==> src/rtl/uart_pkg.sv <==
// Shared UART definitions: transmit FSM states, parity selectors and the default word width.
// Used by both the transmit and receive paths.
package uart_pkg;

    localparam int UART_DATA_WIDTH = 8;

    localparam logic PAR_EVEN = 1'b0;
    localparam logic PAR_ODD  = 1'b1;

    typedef enum logic [2:0] {
        IDLE,
        START,
        DATA,
        PARITY,
        STOP
    } tx_state_t;

endpackage

==> src/rtl/uart_tx_frame_if.sv <==
// Host-side transmit request bus plus the serial line and busy flag.
// par_typ exists only when UART_TX_PARITY_EN is defined.
interface uart_tx_frame_if
    import uart_pkg::*;
#(
    parameter int DATA_WIDTH = UART_DATA_WIDTH
);

    logic [DATA_WIDTH-1:0] p_data;
    logic                  data_valid;
    logic [4:0]            prescale;
`ifdef UART_TX_PARITY_EN
    logic                  par_typ;
`endif
    logic                  tx_out;
    logic                  busy;

`ifdef UART_TX_PARITY_EN
    modport master (output p_data, data_valid, prescale, par_typ, input tx_out, busy);
    modport slave  (input p_data, data_valid, prescale, par_typ, output tx_out, busy);
`else
    modport master (output p_data, data_valid, prescale, input tx_out, busy);
    modport slave  (input p_data, data_valid, prescale, output tx_out, busy);
`endif

endinterface

==> src/rtl/uart_tx_bit_timer.sv <==
// Bit-period timer: counts 0..prescale_q-1 while enabled and pulses bit_done on the last count.
module uart_tx_bit_timer (
    input  logic       clk,
    input  logic       rst,
    input  logic       clear,
    input  logic       enable,
    input  logic [4:0] prescale_q,
    output logic       bit_done
);

    logic [4:0] count;

    assign bit_done = enable && (count == prescale_q - 5'd1);

    // NOTE: asynchronous active-low reset; every register here gets a defined reset value.
    always_ff @(posedge clk or negedge rst) begin
        if (!rst) begin
            count <= '0;
        end else if (clear) begin
            count <= '0;
        end else if (enable) begin
            count <= bit_done ? 5'd0 : count + 5'd1;
        end
    end

endmodule

==> src/rtl/uart_tx_frame.sv <==
// UART transmitter: start bit, DATA_WIDTH data bits LSB first, optional parity, stop bit.
// Define UART_TX_PARITY_EN to add the par_typ input and a parity bit after the data bits.
module uart_tx_frame
    import uart_pkg::*;
#(
    parameter int DATA_WIDTH = UART_DATA_WIDTH
) (
    input logic            clk,
    input logic            rst,
    uart_tx_frame_if.slave bus
);

    localparam int              CNT_W    = (DATA_WIDTH > 1) ? $clog2(DATA_WIDTH) : 1;
    localparam logic [CNT_W-1:0] LAST_BIT = CNT_W'(DATA_WIDTH - 1);

    tx_state_t             state;
    logic [DATA_WIDTH-1:0] shreg;
    logic [DATA_WIDTH-1:0] shreg_next;
    logic [CNT_W-1:0]      bit_cnt;
    logic [4:0]            prescale_q;
    logic                  tx_q;
    logic                  busy_q;
    logic                  accept;
    logic                  bit_done;
`ifdef UART_TX_PARITY_EN
    logic                  par_bit;
`endif

    assign accept     = (state == IDLE) && bus.data_valid;
    assign shreg_next = shreg >> 1;
    assign bus.tx_out = tx_q;
    assign bus.busy   = busy_q;

    uart_tx_bit_timer u_timer (
        .clk        (clk),
        .rst        (rst),
        .clear      (accept),
        .enable     (state != IDLE),
        .prescale_q (prescale_q),
        .bit_done   (bit_done)
    );

    // Each transition loads tx_q with the level of the bit being entered, so the line
    // changes on the same edge as the state and stays free of input-to-output paths.
    // NOTE: sequential state uses non-blocking assignments only, so every read sees the pre-edge value.
    always_ff @(posedge clk or negedge rst) begin
        if (!rst) begin
            state      <= IDLE;
            tx_q       <= 1'b1;
            busy_q     <= 1'b0;
            shreg      <= '0;
            bit_cnt    <= '0;
            prescale_q <= 5'd1;
`ifdef UART_TX_PARITY_EN
            par_bit    <= 1'b0;
`endif
        end else begin
            case (state)
                IDLE: begin
                    if (bus.data_valid) begin
                        state      <= START;
                        tx_q       <= 1'b0;
                        busy_q     <= 1'b1;
                        shreg      <= bus.p_data;
                        bit_cnt    <= '0;
                        prescale_q <= (bus.prescale == '0) ? 5'd1 : bus.prescale;
`ifdef UART_TX_PARITY_EN
                        par_bit    <= (^bus.p_data) ^ bus.par_typ;
`endif
                    end
                end
                START: begin
                    if (bit_done) begin
                        state <= DATA;
                        tx_q  <= shreg[0];
                    end
                end
                DATA: begin
                    if (bit_done) begin
                        shreg <= shreg_next;
                        if (bit_cnt == LAST_BIT) begin
                            bit_cnt <= '0;
`ifdef UART_TX_PARITY_EN
                            state   <= PARITY;
                            tx_q    <= par_bit;
`else
                            state   <= STOP;
                            tx_q    <= 1'b1;
`endif
                        end else begin
                            bit_cnt <= bit_cnt + 1'b1;
                            tx_q    <= shreg_next[0];
                        end
                    end
                end
`ifdef UART_TX_PARITY_EN
                PARITY: begin
                    if (bit_done) begin
                        state <= STOP;
                        tx_q  <= 1'b1;
                    end
                end
`endif
                STOP: begin
                    if (bit_done) begin
                        state  <= IDLE;
                        tx_q   <= 1'b1;
                        busy_q <= 1'b0;
                    end
                end
                default: begin
                    state  <= IDLE;
                    tx_q   <= 1'b1;
                    busy_q <= 1'b0;
                end
            endcase
        end
    end

endmodule

==> src/flat_wrapper.sv <==
// flat-port wrapper written by rule: the top's interface ports become plain ports
module uart_tx_frame_flat import uart_pkg::*;
#(
    parameter int DATA_WIDTH = UART_DATA_WIDTH
)
  (clk, rst, bus_p_data, bus_data_valid, bus_prescale, bus_tx_out, bus_busy);
  uart_tx_frame_if #(.DATA_WIDTH(DATA_WIDTH)) bus_i ();
  input logic clk;
  input logic rst;
  input wire logic [$bits(bus_i.p_data)-1:0] bus_p_data;
  input wire logic [$bits(bus_i.data_valid)-1:0] bus_data_valid;
  input wire logic [$bits(bus_i.prescale)-1:0] bus_prescale;
  output wire logic [$bits(bus_i.tx_out)-1:0] bus_tx_out;
  output wire logic [$bits(bus_i.busy)-1:0] bus_busy;
  assign bus_i.p_data = bus_p_data;
  assign bus_i.data_valid = bus_data_valid;
  assign bus_i.prescale = bus_prescale;
  assign bus_tx_out = bus_i.tx_out;
  assign bus_busy = bus_i.busy;
  uart_tx_frame #(.DATA_WIDTH(DATA_WIDTH)) u_core (.clk(clk), .rst(rst), .bus(bus_i));
endmodule
==> config.mk <==
export PLATFORM = sky130hd
export DESIGN_NAME = uart_tx_frame_flat
export DESIGN_NICKNAME = d
export VERILOG_FILES = /design/src/rtl/uart_pkg.sv /design/src/rtl/uart_tx_frame_if.sv /design/src/rtl/uart_tx_bit_timer.sv /design/src/rtl/uart_tx_frame.sv /design/src/flat_wrapper.sv
export SDC_FILE = /design/constraint.sdc
export NUM_CORES = 1
export LEC_CHECK = 0
export CORE_MARGIN = 3
export CORE_UTILIZATION = 49
export DETAILED_ROUTE_END_ITERATION = 7
export GPL_TIMING_DRIVEN = 0
export MAX_ROUTING_LAYER = met4
export PLACE_DENSITY = 0.81
export SYNTH_ARGS = -nofsm -noshare
export SYNTH_HDL_FRONTEND = slang
export SYNTH_SLANG_ARGS = --single-unit
export TNS_END_PERCENT = 100
==> constraint.sdc <==
create_clock -name clk -period 2.5 [get_ports clk]
set_clock_uncertainty 0.2 [all_clocks]
set_input_delay 0.25 -clock clk [delete_from_list [all_inputs] [get_ports clk]]
set_output_delay 0.25 -clock clk [all_outputs]
set_load 0.005 [all_outputs]
---- Word-level counts from Yosys, hierarchy flattened ----
Cells that the tools add are included.
word-level totals
  memories kept ........................... 0
  bits in registers ....................... 26
  latch bits .............................. 0
  RAM bits ................................ 0
  ROM bits ................................ 0
operators by class
  shift operators ......................... 0
  $lt $le $gt $ge ......................... 0
  multipliers ............................. 0
  multiplexer cells ....................... 26
  $add $sub $neg .......................... 3
  reductions and logical operators ........ 13
  equality and inequality tests ........... 10
  div/mod/pow operators ................... 0
  bitwise logic cells ..................... 1
operator list
  kind                                                                   count
  3-bit two-way mux                                                      8
  5-bit two-way mux                                                      4
  8-bit two-way mux                                                      2
  8-bit case mux with 2 select lines                                     1
  3-bit case mux with 4 select lines                                     1
  2-bit != test, second input constant                                   4
  1-bit two-way mux                                                      7
  3-bit equality test, second input constant                             2
  3-bit case mux with 2 select lines                                     1
  3-bit AND reduction                                                    2
  5-bit by 1-bit adder with 5-bit output, second input constant          1
  5-bit equality test                                                    1
  5-bit logical NOT                                                      1
  5-bit AND reduction                                                    1
  5-bit by 1-bit subtractor with 5-bit output, second input constant     1
  1-bit case mux with 4 select lines                                     1
  4-bit AND reduction                                                    1
  2-bit nonzero test                                                     2
  3-bit by 1-bit adder with 3-bit output, second input constant          1
  3-bit by 1-bit equality test with 1-bit output, second input constant  1
  3-bit by 2-bit equality test with 1-bit output, second input constant  1
  3-bit logical NOT                                                      1
  1-bit case mux with 3 select lines                                     1
  3-bit nonzero test                                                     1
  other kinds (5)                                                        6

---- Depth between registers and ports, before layout ----
Gate-level depths: netlist (run 1).
  depth after elaboration ................. 6
  depth in mapped cells ................... 8
  gate-level depth less buffers ........... 7

---- Cells and area by module ----
Synthesis (run 1) repeated with hierarchy kept, for this count alone.
second synthesis, totals
  cells, all modules ...................... 139
  area total of the unflattened synthesis .. 1,473.9 um2
by module, submodules not included
  module             cells each  sequential area each (um2)  area an instance (um2)  times used
  uart_tx_frame      99          528.0                       1,086.0                 1
  uart_tx_bit_timer  40          125.1                       387.9                   1

---- Worst setup path after synthesis (run 1) ----
Ideal clock, no wire load.
  path type ............................... register to register
  start point ............................. reg u_core.prescale_q[0]
  end point ............................... reg u_core.bit_cnt[0]
  slack ................................... 0.048 ns
  stages on the path, launching flop included .. 9
  required time ........................... 2.175 ns
  data arrival time ....................... 2.127 ns
  buffers on the path ..................... 1
  setup time .............................. 0.125 ns
  cells stage by stage .................... dfstp_2 inv_1 ha_1 and2b_1 o31a_1 a211oi_4 a21oi_2 buf_6 mux2_4
on the way
  cells in the longest elaborated chain, start to end .. 5
RTL lines
  element                                      line                     source
  from (decl)                                  uart_tx_frame.sv:20      logic [4:0] prescale_q;
  from (signal assigned)                       uart_tx_frame.sv:66      prescale_q <= (bus.prescale == '0) ? 5'd1 : bus.prescale;
  5-bit by 1-bit subtractor with 5-bit output  uart_tx_bit_timer.sv:13  assign bit_done = enable && (count == prescale_q - 5'd1);
  5-bit equality test                          uart_tx_bit_timer.sv:13
  1-bit logical AND                            uart_tx_bit_timer.sv:13
  2-bit != test (no source line)               --
  3-bit AND reduction (no source line)         --
  to (signal assigned)                         uart_tx_frame.sv:91      bit_cnt <= bit_cnt + 1'b1;
  to (decl)                                    uart_tx_frame.sv:19      logic [CNT_W-1:0] bit_cnt;
Every way passes these cells.
A chain may end at the register's enable or synchronous reset.

---- Worst setup path in the final report (run 1) ----
  start point ............................. reg u_core.prescale_q[0]
  end point ............................... reg u_core.shreg[4]
on the way
  cells in the longest elaborated chain, start to end .. 5
RTL lines
  element                                      line                     source
  5-bit by 1-bit subtractor with 5-bit output  uart_tx_bit_timer.sv:13
  5-bit equality test                          uart_tx_bit_timer.sv:13
  1-bit logical AND                            uart_tx_bit_timer.sv:13
  2-bit != test (no source line)               --
  3-bit AND reduction (no source line)         --
  to (signal assigned)                         uart_tx_frame.sv:64      shreg <= bus.p_data;
  to (signal assigned)                         uart_tx_frame.sv:80      shreg <= shreg_next;
  to (decl)                                    uart_tx_frame.sv:17      logic [DATA_WIDTH-1:0] shreg;
Every way passes these cells.

==> results.md, run 1 <==
- Outcome: finished clean
- Hold Startpoint: bus_prescale[1]
- Commonest non-fill, non-tap cell in the layout: dfrtp_1
- Vias in the first global route: 1007
- Number of failing hold endpoints at the final stage: 0
- Final cell count without fillers: 188
- Skew-Pair Late Insertion Delay: 0.32 ns
- Simple-gate area share of the yosys netlist: 13.1%
- Compound-Gate Fraction of Synth Area: 13.7%
- Clock tree sinks: 26
- Crit path max fanout: 10
- Finished Cell Area: 1750 µm²
- Height of the die: 61.0 µm
- Starting Density: 52.3%
- Adder-cell share of the synthesized area: 3.38%
- ANT nets after route: 0
- Crit share post-route: 95.2%
- Pin count of the biggest net entering global routing: 27
- Worst R2R Start: u_core.prescale_q[0]
- Bufs and invs on worst path: 2
- Pwr dens: 1110 nW/µm²
- Post-synth EDFFs: 0
- Initial DRC count: 52
- Total GRT Usage: 16.2%
- Initial antenna violation count: 0
- Die width: 61.0 µm
- Root buffer cell: clkbuf_4
- Via count: 1086
- MaxCap Viol Count: 0
- TritonCTS clock tree: yes
- FP Rows: 19
- Number of buffers added on ports: 17
- Grt total ovfl: 0
- Library cells used by synthesis: 45
- Routed WL per cell: 14.5 µm
- Hold Path Class: in2reg
- Unrepaired setup endpoints after global routing: false
- Main combinational cell family by area after synthesis: multiplexers
- Core ar.: 2830 µm²
- Overall Power: 1.95 mW
- Leakage power total: 0.769 nW
- Post-synth top flop: dfrtp_1
- Worst Path Arrival: 2.40 ns
- Syn avg cell area: 11.0 µm²
- Antenna Cells: 0
- DR pass1 iterations: 4
- Synth async-reset ratio: 100%
- Cell Area, Synth: 1480 µm²
- Cells on Worst Hold Path: 3
- #FFs+latches synth: 26
- Shortest period the worst path allows: 2.38 ns
- Max incr delay on CP: 0.55 ns
- Crit. End Element: flop
- Worst VDD drop: 0.000761 V
- First-pass GRT wire length: 4380 µm
- Dpl cells: 182
- Crit path depth: 8
- Setup Viol. Count Final: 0
- Synth Warn #: 0
- CP Launch Type: flop
- Post-layout util: 62.0%
- XOR/XNOR Fraction of Synth Area: 4.73%
- Max Buffers Root-to-Sink: 2
- Routed vias/inst: 5.78
- Mapped Nets: 154
- Boundary Pins: 18
- Detailed Place HPWL: 2040 µm
- Htree depth: 1
- Pre-CTS setup slack: -0.116 ns
- Sequential fraction of the synthesis area: 44.1%
- Worst Reg2Reg Path Length in Cells: 8
- Least-Margin Pin Slew: 1.14 ns
- Fmax: 0.420 GHz
- Max_slew headroom: 23.7%
- Clock slew at reported path FFs: 0.13 ns
- Most frequent cells in the layout: dfrtp_1 (24), clkdlybuf4s50_1 (17), nand2_1 (12)
- Worst path slowest cell: dfstp_2
- Nets: 178
- Family with the most delay on the worst path: compound AO/OA/AOI/OAI gates
- Die ar.: 3720 µm²
- GPL Wtd Cong: 0.867
- Critical path cell sequence: inv_1 -> ha_2 -> and2b_1 -> o31a_1 -> a211oi_4 -> a21oi_2 -> buf_6 -> mux2_4
- PnR worst setup slack: 0.120 ns
- Post-Synthesis Cells: 134
- Share of layout cells above drive strength 1: 21.0%
- Required time of the critical path: 2.52 ns
- # DRC: 0
- FF-to-FF End: u_core.shreg[4]
- Area of placed instances: 1690 µm²
- Hold Crit Endpoint: u_core.prescale_q[1]
- Post-synthesis mux area share: 16.8%
- Detailed-route wire length: 2720 µm
- R2R Setup Slk: 0.12 ns
- Total CTS buffers: 3
- Critical path type: reg2reg
- FILL cells: 234
- Syn-to-layout area delta: 18.5%
- Slew Viols, Final: 0
[stage by stage]
step | hold slack [ns] | setup TNS (ns)
after floorplan | -0.246 | 0
after global placement | 0.280 | -0.725
after detailed placement | 0.292 | -0.788
after CTS | 0.298 | 0
after global routing | 0.299 | 0
final | 0.309 | 0
[where the power goes]
part           total [mW]  switching, mW  internal [mW]  leakage (nW)
sequential          0.776          0.162          0.614         0.318
combinational       0.967          0.453          0.514         0.430
clock               0.212          0.123         0.0890        0.0210
total                1.95          0.737           1.22         0.769
[cells by family after synthesis]
kind of cell / count (synthesis)
xor+xnor: 8
fa+ha+maj: 4
simple gates: 36
flops: 26
compound gates: 26
mux: 20
buf+inv: 14
[synth_stat cells (2+ instances only)]
cell,instances,area (µm²)
dfrtp_1,24,601
nand2_1,12,45.0
mux2_2,10,113
inv_1,8,30.0
mux2_4,7,105
o21ai_0,7,35.0
nor2_1,5,18.8
clkbuf_1,4,15.0
ha_1,4,50.1
xnor2_1,4,35.0
xor2_1,4,35.0
nor3_1,3,15.0
a22o_1,2,17.5
and2_1,2,12.5
and2b_1,2,15.0
dfstp_2,2,52.6
mux2i_1,2,20.0
nand3_1,2,10.0
nor4_1,2,12.5
o211ai_1,2,15.0
o32ai_1,2,17.5
[timing repair]
action / in CTS / in global routing
setup buffers: 1 / 1
resized for setup: 0 / 4
setup endpoints to repair: 8 / 13
hold buffers: 0 / 0
pin swaps: 1 / 2
[state kept, by name, summed over array words and instances (netlist names)]
name,count
u_core.shreg,8
u_core.prescale_q,5
u_core.u_timer.count,5
u_core.bit_cnt,3
u_core.state,3
u_core.bus.busy,1
u_core.bus.tx_out,1
[layer usage]
| layer | global-route usage [%] | share of wire (%) | vias up |
|---|---|---|---|
| met4 | 3.41 | 0.48 | 0 |
| li1 | - | - | 531 |
| met2 | 25.6 | 49 | 19 |
| met3 | 4.47 | 4.5 | 2 |
| met5 | - | 0 | - |
| met1 | 20.8 | 46 | 534 |
[cell type report]
type	count	area (µm²)	share of cell area, %
inverter	8	30.0	1.71
timing repair buffer	19	189	10.8
buffer	6	31.3	1.78
clock buffer	4	36.3	2.07
multi-input combinational	94	776	44.2
sequential	26	653	37.2
tap	31	38.8	2.21
[tightest hold or removal path, stage by stage]
cell and delay, ns:
clkdlybuf4s50_1 0.42, nand2_1 0.06, o21ai_0 0.06
[worst max-delay path by stage]
stage / start / endpoint
5_1_grt: u_core.prescale_q[0] / u_core.u_timer.count[3]
3_3_place_gp: u_core.prescale_q[0] / u_core.shreg[6]
6_report: u_core.prescale_q[0] / u_core.shreg[4]
2_1_floorplan: u_core.prescale_q[0] / u_core.bit_cnt[0]
3_5_place_dp: u_core.prescale_q[0] / u_core.shreg[4]
4_1_cts: u_core.prescale_q[0] / u_core.u_timer.count[2]
Power figures use the tool's default switching activity.
==> run 2, diff against run 1 <==
--- a/config.mk
+++ b/config.mk
@@ -8,7 +8,6 @@
 export CORE_MARGIN = 3
 export CORE_UTILIZATION = 49
 export DETAILED_ROUTE_END_ITERATION = 7
-export GPL_TIMING_DRIVEN = 0
 export MAX_ROUTING_LAYER = met4
 export PLACE_DENSITY = 0.81
 export SYNTH_ARGS = -nofsm -noshare
==> run 2 against run 1 <==
Effect of this change:
- non-clock buffer count grew 9
- count of clock-buffer cells in the layout unchanged
- critical endpoint is now u_core.bit_cnt[0]
- worst setup slack worse by 0.10 ns
- die area did not move
- sequential share of layout area fell by 2.5 points
- total power is 11% higher
- via count is 3.8% higher
- critical path type unchanged
- first-iteration DRC count grew 9.6%
==> results.md, run 2 (synthesis results as in run 1) <==
- Pwr dens: 1160 nW/µm² (+3.8%)
- Critical path cell sequence: inv_2 -> ha_4 -> and2b_1 -> o31a_1 -> a211oi_4 -> a21oi_4 -> clkbuf_16 -> mux2_4
- Top flop regs: u_core.shreg: 8 flops, u_core.prescale_q: 5 flops, u_core.u_timer.count: 5 flops
- MaxCap Viol Count: 0 (unchanged)
- Outcome: finished clean
- Crit share post-route: 99.3% (+4.1 points)
- Slew Viols, Final: 0 (unchanged)
- Setup Viol. Count Final: 0 (unchanged)
- Initial antenna violation count: 0 (unchanged)
- Grt total ovfl: 0 (unchanged)
- Total CTS buffers: 3 (unchanged)
- Bufs and invs on worst path: 2 (unchanged)
- Shortest period the worst path allows: 2.48 ns (+0.102 ns)
- Leakage power total: 0.842 nW (+9.5%)
- Fmax: 0.403 GHz (-4.1%)
- Max_slew headroom: 52.9% (+29 points)
- Required time of the critical path: 2.52 ns (about the same)
- FP Rows: 19 (unchanged)
- Pin count of the biggest net entering global routing: 27 (unchanged)
- # DRC: 0 (unchanged)
- Via count: 1127 (+3.8%)
- Crit. End Element: flop
- Commonest non-fill, non-tap cell in the layout: dfrtp_1
- Final setup TNS: 0 ns (unchanged)
- Initial DRC count: 57 (+9.6%)
- Worst VDD drop: 0.000712 V (-6.5%)
- Number of buffers added on ports: 17 (unchanged)
- Vias in the first global route: 1096 (+8.8%)
- CTS Hold Bufs: 0 (unchanged)
- DR pass1 iterations: 4 (unchanged)
- Finished Cell Area: 1880 µm² (+7.3%)
- FILL cells: 218 (-6.8%)
- GPL Wtd Cong: 0.838 (-3.4%)
- Area of placed instances: 1740 µm² (+3.0%)
- Crit path max fanout: 5 (-5)
- Height of the die: 61.0 µm (unchanged)
- CP Launch Type: flop
- Syn-to-layout area delta: 27.2%
- Pre-CTS setup slack: -0.179 ns (-0.0637 ns)
- Root buffer cell: clkbuf_4
- Worst path slowest cell: dfstp_2
- Antenna Cells: 0 (unchanged)
- Clock slew at reported path FFs: 0.15 ns (+0.02 ns)
- Register area: 653 µm² (unchanged)
- Max incr delay on CP: 0.56 ns (about the same)
- Nets: 187 (+5.1%)
- Detailed Place HPWL: 2160 µm (+6.1%)
- Starting Density: 52.3% (unchanged)
- Routed vias/inst: 5.72 (-0.97%)
- Clock tree sinks: 26 (unchanged)
- Hold Path Class: in2async
- Largest register FFs: 8 (unchanged)
- Most flop-heavy register: u_core.shreg
- First-pass GRT wire length: 4910 µm (+12%)
- Least-Margin Pin Slew: 0.700 ns (-0.441 ns)
- Most frequent cells in the layout: dfrtp_1 (24), clkdlybuf4s50_1 (17), buf_4 (14)
- TritonCTS clock tree: yes
- PnR worst setup slack: 0.0177 ns (-0.102 ns)
- Skew-Pair Late Insertion Delay: 0.33 ns (about the same)
- Footprint of the multi-input gates: 793 µm² (+2.3%)
- Die width: 61.0 µm (unchanged)
- Family with the most delay on the worst path: compound AO/OA/AOI/OAI gates
- Share of layout cells above drive strength 1: 27.7% (+6.7 points)
- Max Buffers Root-to-Sink: 2 (unchanged)
- Core ar.: 2830 µm² (unchanged)
- Die ar.: 3720 µm² (unchanged)
- Htree depth: 1 (unchanged)
- Detailed-route wire length: 3190 µm (+17%)
- Worst Path Arrival: 2.50 ns (+0.10 ns)
- Total GRT Usage: 18.3% (+2.1 points)
- ANT nets after route: 0 (unchanged)
- Number of failing hold endpoints at the final stage: 0 (unchanged)
- Critical path type: reg2reg
- Routed WL per cell: 16.2 µm (+12%)
- Boundary Pins: 18 (unchanged)
## run 2: path summary, 6_finish.rpt
kind                                            from                      end  slack (ns)  cells after the start
worst min-delay path                             rst  u_core.u_timer.count[1]        0.06                      2
worst max register to register  u_core.prescale_q[0]        u_core.bit_cnt[0]        0.02                      8
max in group asynchronous                        rst     u_core.prescale_q[0]        1.73                      2
worst max-delay path            u_core.prescale_q[0]        u_core.bit_cnt[0]        0.02                      8
worst min register to register       u_core.shreg[7]          u_core.shreg[7]        0.32                      1
min in group clk                     bus_prescale[1]     u_core.prescale_q[1]        0.31                      3
## run 2: layout make-up
class                   count  share of cell area (%)
well taps                  31                    2.06
repair buffers             34                    17.6
clock buffers               4                    1.93
multi-input cells          94                    42.1
flip-flops and latches     26                    34.7
inverters                   8                    1.59
## run 2: per-stage QoR
stage	instances	hold slack [ns]	util [%]	total power, mW
final	197	0.0566	66.6	2.18
after global routing	197	0.0810	66.6	2.33
after CTS	191	0.0664	63.1	2.03
after detailed placement	187	0.284	61.5	1.80
after global placement	187	0.280	61.5	1.74
after floorplan	134	-0.246	-	1.48
## run 2: routing by layer
| layer | global-route usage (%) | wire length, µm | vias up |
|---|---|---|---|
| li1 | - | - | 549 |
| met1 | 24.0 | 1440 | 549 |
| met2 | 28.9 | 1590 | 24 |
| met3 | 4.04 | 119 | 5 |
| met4 | 4.64 | 34 | 0 |
| met5 | - | 0 | - |
## run 2: where the power goes
group	total (mW)	internal, mW	switching [mW]	leakage (nW)
registers	0.775	0.614	0.160	0.318
clock network	0.217	0.0893	0.127	0.0210
logic	1.19	0.656	0.529	0.504
total	2.18	1.36	0.817	0.842
## run 2: what timing repair did
item                       CTS  global route
gates cloned                 0             1
setup buffers                0             5
setup endpoints to repair   11            11
pin swaps                    1             5
resized for setup            1             5
==> run 3, diff against run 2 <==
--- a/config.mk
+++ b/config.mk
@@ -5,11 +5,13 @@
 export SDC_FILE = /design/constraint.sdc
 export NUM_CORES = 1
 export LEC_CHECK = 0
+export CORE_ASPECT_RATIO = 0.75
 export CORE_MARGIN = 3
-export CORE_UTILIZATION = 49
+export CORE_UTILIZATION = 51
+export CTS_BUF_LIST = sky130_fd_sc_hd__clkbuf_4
 export DETAILED_ROUTE_END_ITERATION = 7
 export MAX_ROUTING_LAYER = met4
-export PLACE_DENSITY = 0.81
+export PLACE_DENSITY = 0.84
 export SYNTH_ARGS = -nofsm -noshare
 export SYNTH_HDL_FRONTEND = slang
 export SYNTH_SLANG_ARGS = --single-unit
==> run 3 against run 2 <==
Effect of this change:
- largest cell class unchanged
- sequential cell count is the same
- largest power group unchanged
- via count grew 1.8%
- worst setup slack lost 0.0016 ns
- sequential share of layout area shrank 0.069 points
- design area grew 0.20%
==> results.md, run 3 (synthesis results as in run 1) <==
- CP Launch Type: flop
- Pwr dens: 1180 nW/µm² (+2.3%)
- ANT nets after route: 0 (unchanged)
- Crit share post-route: 99.4% (about the same)
- Worst VDD drop: 0.000617 V (-13%)
- Total CTS buffers: 3 (unchanged)
- Crit. End Element: flop
- Die width: 68.2 µm (+12%)
- Leakage power total: 0.838 nW (-0.53%)
- Critical path type: reg2reg
- Clock slew at reported path FFs: 0.15 ns (about the same)
- Root buffer cell: clkbuf_4
- First-pass GRT wire length: 5180 µm (+5.6%)
- FP Rows: 16 (-3)
- FILL cells: 205 (-6.0%)
- Crit path max fanout: 8 (+3)
- Height of the die: 52.7 µm (-14%)
- Nets: 185 (-1.1%)
- Via count: 1147 (+1.8%)
- Final cell count without fillers: 200 (+1.5%)
- Max_slew headroom: 44.5% (-8.5 points)
- Clock tree sinks: 26 (unchanged)
- FF-to-FF End: u_core.u_timer.count[2]
- Core ar.: 2680 µm² (-5.2%)
- PnR worst setup slack: 0.0161 ns (-0.00158 ns)
- DR pass1 iterations: 4 (unchanged)
- Slew Viols, Final: 0 (unchanged)
- Starting Density: 55.2% (+2.9 points)
- Commonest non-fill, non-tap cell in the layout: dfrtp_1
- Vias in the first global route: 1123 (+2.5%)
- Detailed-route wire length: 3410 µm (+7.2%)
- Setup Viol. Count Final: 0 (unchanged)
- Post-layout util: 70.3% (+3.8 points)
- Least-Margin Pin Slew: 0.826 ns (+0.126 ns)
- Share of layout cells above drive strength 1: 26.8% (-0.88 points)
- Htree depth: 1 (unchanged)
- Syn-to-layout area delta: 27.5%
- Max Buffers Root-to-Sink: 2 (unchanged)
- Routed WL per cell: 17.1 µm (+5.6%)
- # DRC: 0 (unchanged)
- Most flop-heavy register: u_core.shreg
- Routed vias/inst: 5.74 (+0.25%)
- GPL Wtd Cong: 0.827 (-1.2%)
- Detailed Place HPWL: 2310 µm (+6.7%)
- Initial DRC count: 90 (+58%)
- Pin count of the biggest net entering global routing: 27 (unchanged)
- Worst Path Arrival: 2.52 ns (+0.02 ns)
- Shortest period the worst path allows: 2.48 ns (+0.00158 ns)
- Largest register FFs: 8 (unchanged)
- Die ar.: 3590 µm² (-3.4%)
- Number of failing hold endpoints at the final stage: 0 (unchanged)
- Number of buffers added on ports: 17 (unchanged)
- Antenna Cells: 0 (unchanged)
- Worst Reg2Reg Path Length in Cells: 9 (+1)
- Initial antenna violation count: 0 (unchanged)
- TritonCTS clock tree: yes
- Total GRT Usage: 20.1% (+1.8 points)
- Outcome: finished clean
- Top flop regs: u_core.shreg: 8 flops, u_core.prescale_q: 5 flops, u_core.u_timer.count: 5 flops
- R2R Setup Slk: 0.02 ns (about the same)
- Dpl cells: 191 (+2.1%)
- Skew-Pair Late Insertion Delay: 0.34 ns (about the same)
- Pre-CTS setup slack: -0.212 ns (-0.0322 ns)
- Fmax: 0.403 GHz (about the same)
- Required time of the critical path: 2.54 ns (+0.02 ns)
- Grt total ovfl: 0 (unchanged)
- Worst R2R Start: u_core.prescale_q[0]
- Hold Path Class: in2async
- Most frequent cells in the layout: dfrtp_1 (24), clkdlybuf4s50_1 (17), nand2_1 (12), buf_4 (12), mux2_2 (10)
- Boundary Pins: 18 (unchanged)
- MaxCap Viol Count: 0 (unchanged)
run 3: routing by layer:
layer	vias up	part of all wire, %	track usage (%)
met5	-	0	-
met1	579	43	24.4
met3	5	3.5	5.15
li1	540	-	-
met2	23	52	34.1
met4	0	1.3	3.96
run 3: critical path, stage by stage, from the launching register on:
cell      delay (ns)
dfstp_2         0.57
inv_2           0.05
ha_4            0.16
and4bb_1        0.22
o211ai_1        0.23
buf_4           0.17
a211oi_4        0.04
buf_6           0.15
or4b_1          0.50
o311ai_1        0.09
run 3: final cells by class:
cell class	count	area, µm²	area share [%]
flip-flops and latches	26	653	34.6
clock buffers	3	22.5	1.19
multi-input cells	94	790	41.8
repair buffers	32	317	16.8
clock inverters	1	30.0	1.59
inverters	8	30.0	1.59
well taps	36	45.0	2.39
run 3: per-stage QoR:
stage	area (µm²)	power [mW]	setup TNS [ns]	hold WS (ns)
final	1890	2.23	0	0.0646
after global routing	1890	2.39	-0.342	0.0674
after CTS	1820	2.11	-0.00744	0.0632
after detailed placement	1740	1.79	-1.43	0.294
after global placement	1740	1.72	-0.639	0.280
after floorplan	1480	1.48	0	-0.246
run 3: what timing repair did:
item / in CTS / in global routing
endpoints found under the setup margin: 11 / 14
setup buffers: 1 / 3
pin swaps: 1 / 1
hold buffers: 0 / 0
resized for setup: 1 / 5
cloned: 0 / 1
run 3: power by group:
group	switching, mW	leakage, nW	internal, mW
combinational	0.517	0.492	0.631
sequential	0.176	0.318	0.614
clock	0.131	0.0279	0.162
run 3: worst max path at each step:
stage	cells past startpoint	slack [ns]	to	from
2_1_floorplan	8	0.05	u_core.bit_cnt[0]	u_core.prescale_q[0]
3_3_place_gp	7	-0.10	u_core.shreg[0]	u_core.prescale_q[0]
3_5_place_dp	7	-0.21	u_core.shreg[0]	u_core.prescale_q[0]
4_1_cts	8	-0.007	u_core.u_timer.count[2]	u_core.prescale_q[0]
5_1_grt	10	-0.06	u_core.bit_cnt[2]	u_core.prescale_q[0]
6_report	9	0.02	u_core.u_timer.count[2]	u_core.prescale_q[0]
